**config.mk**
```make
export PLATFORM = sky130hd
export DESIGN_NAME = uart_tx_fifo
export DESIGN_NICKNAME = d
export VERILOG_FILES = /design/src/rtl/uart_pkg.sv /design/src/rtl/uart_fifo_ram.sv /design/src/rtl/uart_tx_fifo.sv
export SDC_FILE = /design/constraint.sdc
export NUM_CORES = 1
export LEC_CHECK = 0
export CAP_MARGIN = 20
export CORE_ASPECT_RATIO = 0.5
export CORE_UTILIZATION = 60
export DETAILED_ROUTE_END_ITERATION = 8
export HOLD_SLACK_MARGIN = 0.02
export PLACE_DENSITY = 0.79
export SLEW_MARGIN = 20
export SYNTH_ARGS = -nofsm -noshare
export SYNTH_HDL_FRONTEND = slang
export SYNTH_SLANG_ARGS = --single-unit
```
**constraint.sdc**
```tcl
create_clock -name clk -period 2.6 [get_ports clk]
set_input_delay 0.65 -clock clk [delete_from_list [all_inputs] [get_ports clk]]
set_output_delay 0.65 -clock clk [all_outputs]
set_load 0.03 [all_outputs]
```
**src/rtl/uart_pkg.sv**
```systemverilog
// Shared UART constants and types.
// Used by the TX FIFO and the transmitter.
package uart_pkg;

  localparam int UART_DATA_W   = 8;
  localparam int TX_FIFO_DEPTH = 16;

  typedef enum logic [2:0] {
    TX_IDLE   = 3'd0,
    TX_LOAD   = 3'd1,
    TX_START  = 3'd2,
    TX_DATA   = 3'd3,
    TX_PARITY = 3'd4,
    TX_STOP   = 3'd5,
    TX_DELAY  = 3'd6
  } tx_state_e;

endpackage

```
**src/rtl/uart_fifo_ram.sv**
```systemverilog
// Simple dual-port array: one write port,
// one registered read port.
module uart_fifo_ram #(
  parameter int DEPTH = 16,
  parameter int AW    = 4,
  parameter int WIDTH = 8
) (
  input  logic             clk,
  input  logic             aresetn,
  input  logic             clr,
  input  logic             we,
  input  logic [AW-1:0]    waddr,
  input  logic [WIDTH-1:0] wdata,
  input  logic             re,
  input  logic [AW-1:0]    raddr,
  output logic [WIDTH-1:0] rdata
);

  logic [WIDTH-1:0] mem [DEPTH];

  // Storage write; contents are not reset.
  always_ff @(posedge clk) begin
    if (we) mem[waddr] <= wdata;
  end

  // Registered read; holds until next read.
  always_ff @(posedge clk or negedge aresetn) begin
    if (!aresetn) rdata <= '0;
    else if (clr) rdata <= '0;
    else if (re)  rdata <= mem[raddr];
  end

endmodule

```
**src/rtl/uart_tx_fifo.sv**
```systemverilog
// Byte FIFO between host writes and UART TX.
// Option UART_TX_FIFO_LEVEL_EN adds level/afull.
module uart_tx_fifo
  import uart_pkg::*;
#(
  parameter int DEPTH = TX_FIFO_DEPTH,
  parameter int AW    = 4,
  parameter int WIDTH = UART_DATA_W
) (
  input  logic             clk,
  input  logic             aresetn,
  input  logic             flush,
  input  logic             wr_en,
  input  logic [WIDTH-1:0] wr_data,
  input  logic             rd_n,
  output logic [WIDTH-1:0] rd_data,
  output logic             empty,
  output logic             full,
  output logic             overflow
`ifdef UART_TX_FIFO_LEVEL_EN
  ,
  output logic [AW:0]      level,
  output logic             afull
`endif
);

  logic [AW:0] wr_ptr;
  logic [AW:0] rd_ptr;
  logic        wr_ok;
  logic        rd_ok;

  assign empty = (wr_ptr == rd_ptr);
  assign full  = (wr_ptr[AW] != rd_ptr[AW]) &&
                 (wr_ptr[AW-1:0] == rd_ptr[AW-1:0]);

  assign wr_ok = wr_en & ~full & ~flush;
  assign rd_ok = ~rd_n & ~empty & ~flush;

  // Pointer update; flush wins over traffic.
  always_ff @(posedge clk or negedge aresetn) begin
    if (!aresetn) begin
      wr_ptr <= '0;
      rd_ptr <= '0;
    end else if (flush) begin
      wr_ptr <= '0;
      rd_ptr <= '0;
    end else begin
      if (wr_ok) wr_ptr <= wr_ptr + 1'b1;
      if (rd_ok) rd_ptr <= rd_ptr + 1'b1;
    end
  end

  // Sticky overflow on a write while full.
  always_ff @(posedge clk or negedge aresetn) begin
    if (!aresetn)            overflow <= 1'b0;
    else if (flush)          overflow <= 1'b0;
    else if (wr_en && full)  overflow <= 1'b1;
  end

`ifdef UART_TX_FIFO_LEVEL_EN
  assign level = wr_ptr - rd_ptr;
  assign afull = (level >= (AW+1)'(DEPTH-2));
`endif

  uart_fifo_ram #(
    .DEPTH (DEPTH),
    .AW    (AW),
    .WIDTH (WIDTH)
  ) u_ram (
    .clk     (clk),
    .aresetn (aresetn),
    .clr     (flush),
    .we      (wr_ok),
    .waddr   (wr_ptr[AW-1:0]),
    .wdata   (wr_data),
    .re      (rd_ok),
    .raddr   (rd_ptr[AW-1:0]),
    .rdata   (rd_data)
  );

endmodule

```
# After elaboration in Yosys (flattened, before gate mapping)
# Memory sizes are Yosys's and may differ from the RTL's.
# Index checks and enable logic that the tools add are counted.
# Widths: inputs -> output; s select.
# word_totals
memories,1
input_bits,13
ff_bits,19
ramBits,128
# mem_list
memory,words,width,read_ports,rd_clocked_by_memory_dff,write_ports,line,source
u_ram.mem,16,8,1,0,1,uart_fifo_ram.sv:19,logic [WIDTH-1:0] mem [DEPTH];
# classes
muxes,10
reduce_logical,5
eq_ne,3
add_sub_neg,2
bitwise_logic,8
# op_table
operator,count
$mux 5,4
$mux 8,2
$add 5x1->5 const B,2
$reduce_bool 2->1,3
$eq 5x5->1,1
$and 1x1->1,4
$eq 4x4->1,1
$mux 1,4
$not 1->1,4
$logic_and 1x1->1,2
$ne 1x1->1,1

# Logic depth before layout (Yosys ltp)
# logic_depth
word_depth,7
ltp_mapped,7

# Cells and area by module
# A second synthesis with hierarchy kept.
# unflattened
cells_unflattened,392
hier_area_um2,6108.4
# modules_own_cells
mod,seq_area_each_um2,cells_per_inst,area_per_inst_um2,n_inst
uart_fifo_ram,4043.9,317,5398.9,1
uart_tx_fifo,275.3,75,709.4,1

# Worst setup path before layout
# OpenSTA, ideal clock, no wires.
# synth_timing
path_type,input port to flip-flop
from,input flush
to,"memory u_ram.mem[5][0], enable pin"
arrival_ns,1.752
stages,3
setup_slack_ns,0.516
path_buffers,1
cell_sequence,clkdlybuf4s50_2 nor2b_1 and3_1
# synth_via
elab_chain_cells,4
# synth_rtl
item,line,source
from (decl),uart_tx_fifo.sv:12,"input logic flush,"
$not 1->1,uart_tx_fifo.sv:36,assign wr_ok = wr_en & ~full & ~flush;
$and 1x1->1,uart_tx_fifo.sv:36,
$mux 1,uart_fifo_ram.sv:23,if (we) mem[waddr] <= wdata;
$mux 1 (not written as such),uart_fifo_ram.sv:23,
to (decl),uart_fifo_ram.sv:19,
# Every way passes these cells.

# Worst setup path in the final report
# layout_timing
from,register wr_ptr[1]
to,output full
# layout_via
elab_chain_cells,2
# layout_rtl
item,line,source
from (decl),uart_tx_fifo.sv:27,logic [AW:0] wr_ptr;
from (signal assigned),uart_tx_fifo.sv:48,if (wr_ok) wr_ptr <= wr_ptr + 1'b1;
$eq 4x4->1,uart_tx_fifo.sv:34,(wr_ptr[AW-1:0] == rd_ptr[AW-1:0]);
$logic_and 1x1->1,uart_tx_fifo.sv:33,assign full = (wr_ptr[AW] != rd_ptr[AW]) &&
to (decl),uart_tx_fifo.sv:18,"output logic full,"
# Every way passes these cells.

==> results.toml <==
[power_and_ir_drop]
p_switching_mw = 1.329
power.density_nw_per_um2 = 804.4
internal-power_mw = 4.373
power_frac_seq_pct = 46.6
p_clk_share_pct = 42.0
swShare_pct = 23.31
power_leakage_nw = 2.400
peakVddDrop_uv = 463.9
power.share.combinational_pct = 11.4

[worst_setup_path]
worstPathArrival_ns = 1.62
critPathBufInv = 1
cp_cell_sequence = "xnor2_1 -> nand4_1 -> nor2_1 -> buf_4"
slowest_delay_ns = 0.45
slowest_stage = "dfrtp_1"
critPathLaunchType = "flip-flop"
cp.required_ns = 1.95
crit_path_end_kind = "output port"
worst-path-max-fanout = 6
path_class = "flip-flop to output port"
cp_top_family = "flip-flops"

[clocking]
cts_buffer_depth = 2
cts_setup_buffers = 0
clk_pin_slew_ns = 0.06
htreeDepth = 4
cts_hold_buf = 0
cts_tree = "yes"
cts_resized = 0
cts_root_buffer = "clkbuf_16"
cts-buffers-inserted = 17
clock_latency_ns = 0.43
cts_sinks = 147

[global_route]
grt_first_pass_wirelength_mm = 19.17
grtUsageTotal_pct = 25.95
grt_max_degree = 27
grt_pass1_vias = 3292
antenna_found_initial = 0
grt_overflow_total = 0

[timing]
tightest_slew_ns = 0.9026
fmax_mhz = 440.1
drv_slew = 0
fin_crit_sh_pct = 87.39
fin_crit_ns = 2.272
hold_viol = 0
whs_ns = 0.5241
setup_viol = 0
finalSetupTns_ns = 0
rsz0062_at_grt = "false"
max_slew_margin_pct = 39.64
finClkSkew_ns = 0.01765

[synthesis]
synth_area_leaders = "edfxtp_1 62%, mux4_1 8.0%, dfrtp_1 7.7%"
syn-num-nets = 348
synth_warnings = 0
yosys.cell_types.count = 40
synth-seq-cells = 147
synth_area_leader_cell = "edfxtp_1"
synth_cells = 330
syn_area_um2 = 6210
syn_avg_cell_area_um2 = 18.82
synth_seq_area_share_pct = 69.55
yosysTopAreaCellShare_pct = 61.90

[layout]
n_fill_cell = 542
drive_gt1_share_pct = 19.22
diodes = 0
final_util_pct = 72.86
area_delta_synth_final_pct = 14.14
layoutNonFillerInstCount = 520
layout.nets = 391

[route]
wl_per_cell_um = 24.16
detail-route-antenna-nets = 0
via_per_inst = 6.275
firstDrtPassIters = 5
drtIter0Drc = 292
dr_total_vias = 3263
routed_wl_mm = 12.56
drc = 0

[floorplan]
dieArea_um2 = 10780
core_um2 = 9728
start_util_pct = 63.83
fp.dieH_um = 73.94
die_x_um = 145.9
ios = 24
placementRows = 25

[placed_design]
place.gp.congestion = 0.8228
numPortBuffers = 23
hpwl_mm = 8.022
placed_cells = 489

[job]
maxCapViolations = 0

[outcome]
status = "finished clean"

[hold_path]
hp-class = "flip-flop to flip-flop"
## worst reg2reg max path, cell delays in order, from the launching register on
cell     delay (ns)
dfrtp_1        0.45
xnor2_1        0.22
nand4_1        0.18
o21ai_0        0.39
nor2_1         0.09
buf_4          0.17
and4b_1        0.34
## final cells by class
class / count / area [um2] / area share, %
inverter: 4 / 15.01 / 0.2118
multi-input combinational: 159 / 1628 / 22.97
tap: 135 / 168.9 / 2.383
clock buffer: 19 / 432.9 / 6.108
sequential: 147 / 4320 / 60.95
clock inverter: 12 / 140.1 / 1.977
timing repair buffer: 44 / 382.9 / 5.402
## registers in the layout, summed over array words and instances (netlist names)
| signal | flops |
|---|---|
| overflow | 1 |
| rd_ptr | 5 |
| u_ram.mem | 128 |
| u_ram.rdata | 8 |
| wr_ptr | 5 |
## final timing paths
kind                            slack [ns]  cells after the start                         to                  start
min in group asynchronous             0.74                      1      wr_ptr[1]$_DFFE_PN0P_                aresetn
max in group asynchronous             1.25                      1      rd_ptr[2]$_DFFE_PN0P_                aresetn
worst min-delay path                  0.52                      2       overflow$_DFFE_PN0P_   overflow$_DFFE_PN0P_
worst min register to register        0.52                      2       overflow$_DFFE_PN0P_   overflow$_DFFE_PN0P_
worst max-delay path                  0.33                      4                       full  wr_ptr[1]$_DFFE_PN0P_
worst max register to register        0.45                      6  u_ram.mem[4][3]$_DFFE_PP_  wr_ptr[1]$_DFFE_PN0P_
## stage by stage
| step | instance area, um2 | setup WS, ns | power [mW] |
|---|---|---|---|
| after floorplan | 6210 | 0.5160 | 3.154 |
| after global placement | 6515 | 0.2258 | 3.322 |
| after detailed placement | 6515 | 0.09428 | 3.346 |
| after CTS | 7088 | 0.3341 | 5.718 |
| after global routing | 7088 | 0.1930 | 5.867 |
| final | 7088 | 0.3277 | 5.702 |
## cells in the final DEF (no fill, tap or decap), types with 9 or more instances in the layout
cell	n
edfxtp_1	128
buf_4	23
clkdlybuf4s50_1	21
nor2_1	20
mux4_1	19
dfrtp_1	18
mux2i_1	17
clkbuf_16	17
and3_1	12
nand2_1	11
xnor2_1	9
mux2_2	9
a311oi_1	9
## power groups by stage
| stage | clock network, mW | registers (mW) | logic, mW |
|---|---|---|---|
| after floorplan | 0 | 2.75 | 0.404 |
| after global placement | 0 | 2.70 | 0.623 |
| after detailed placement | 0 | 2.70 | 0.644 |
| after CTS | 2.41 | 2.65 | 0.650 |
| after global routing | 2.52 | 2.66 | 0.692 |
| final | 2.39 | 2.65 | 0.653 |
## Yosys cell counts, drive strengths merged
master           n
a211oi           2
a21boi           1
a21oi            5
a221oi           8
a311oi           9
a41o             1
and2             2
and3            12
and4             1
and4b            2
and4bb           2
buf             11
clkbuf           8
clkdlybuf4s50    1
dfrtp           19
edfxtp         128
ha               5
inv              4
mux2             9
mux2i           17
mux4            24
nand2           11
nand3            2
nand4            2
nor2            20
nor2b            2
o21ai           10
or3              1
xnor2           10
xor2             1
## routing by layer
metal / GRT usage, % / part of all wire (%) / wire length, um / up-vias
met3: 7.914 / 8.0 / 1011 / 29
met5: 0 / 0 / 0 / -
met2: 39.98 / 46 / 5772 / 148
li1: - / - / - / 1426
met1: 34.92 / 43 / 5454 / 1660
met4: 12.51 / 2.6 / 324 / 0
## cell families after synthesis
| logic type | Yosys count | share of synthesized area (%) |
|---|---|---|
| flip-flops | 147 | 69.55 |
| AND/OR/NAND/NOR | 57 | 5.037 |
| multiplexers | 50 | 14.23 |
| buffers and inverters | 24 | 4.231 |
| XOR/XNOR | 11 | 1.673 |
| AO/OA/AOI/OAI | 36 | 4.272 |
| adder cells (fa/ha/maj) | 5 | 1.007 |
(Power assumes the default switching activity.)
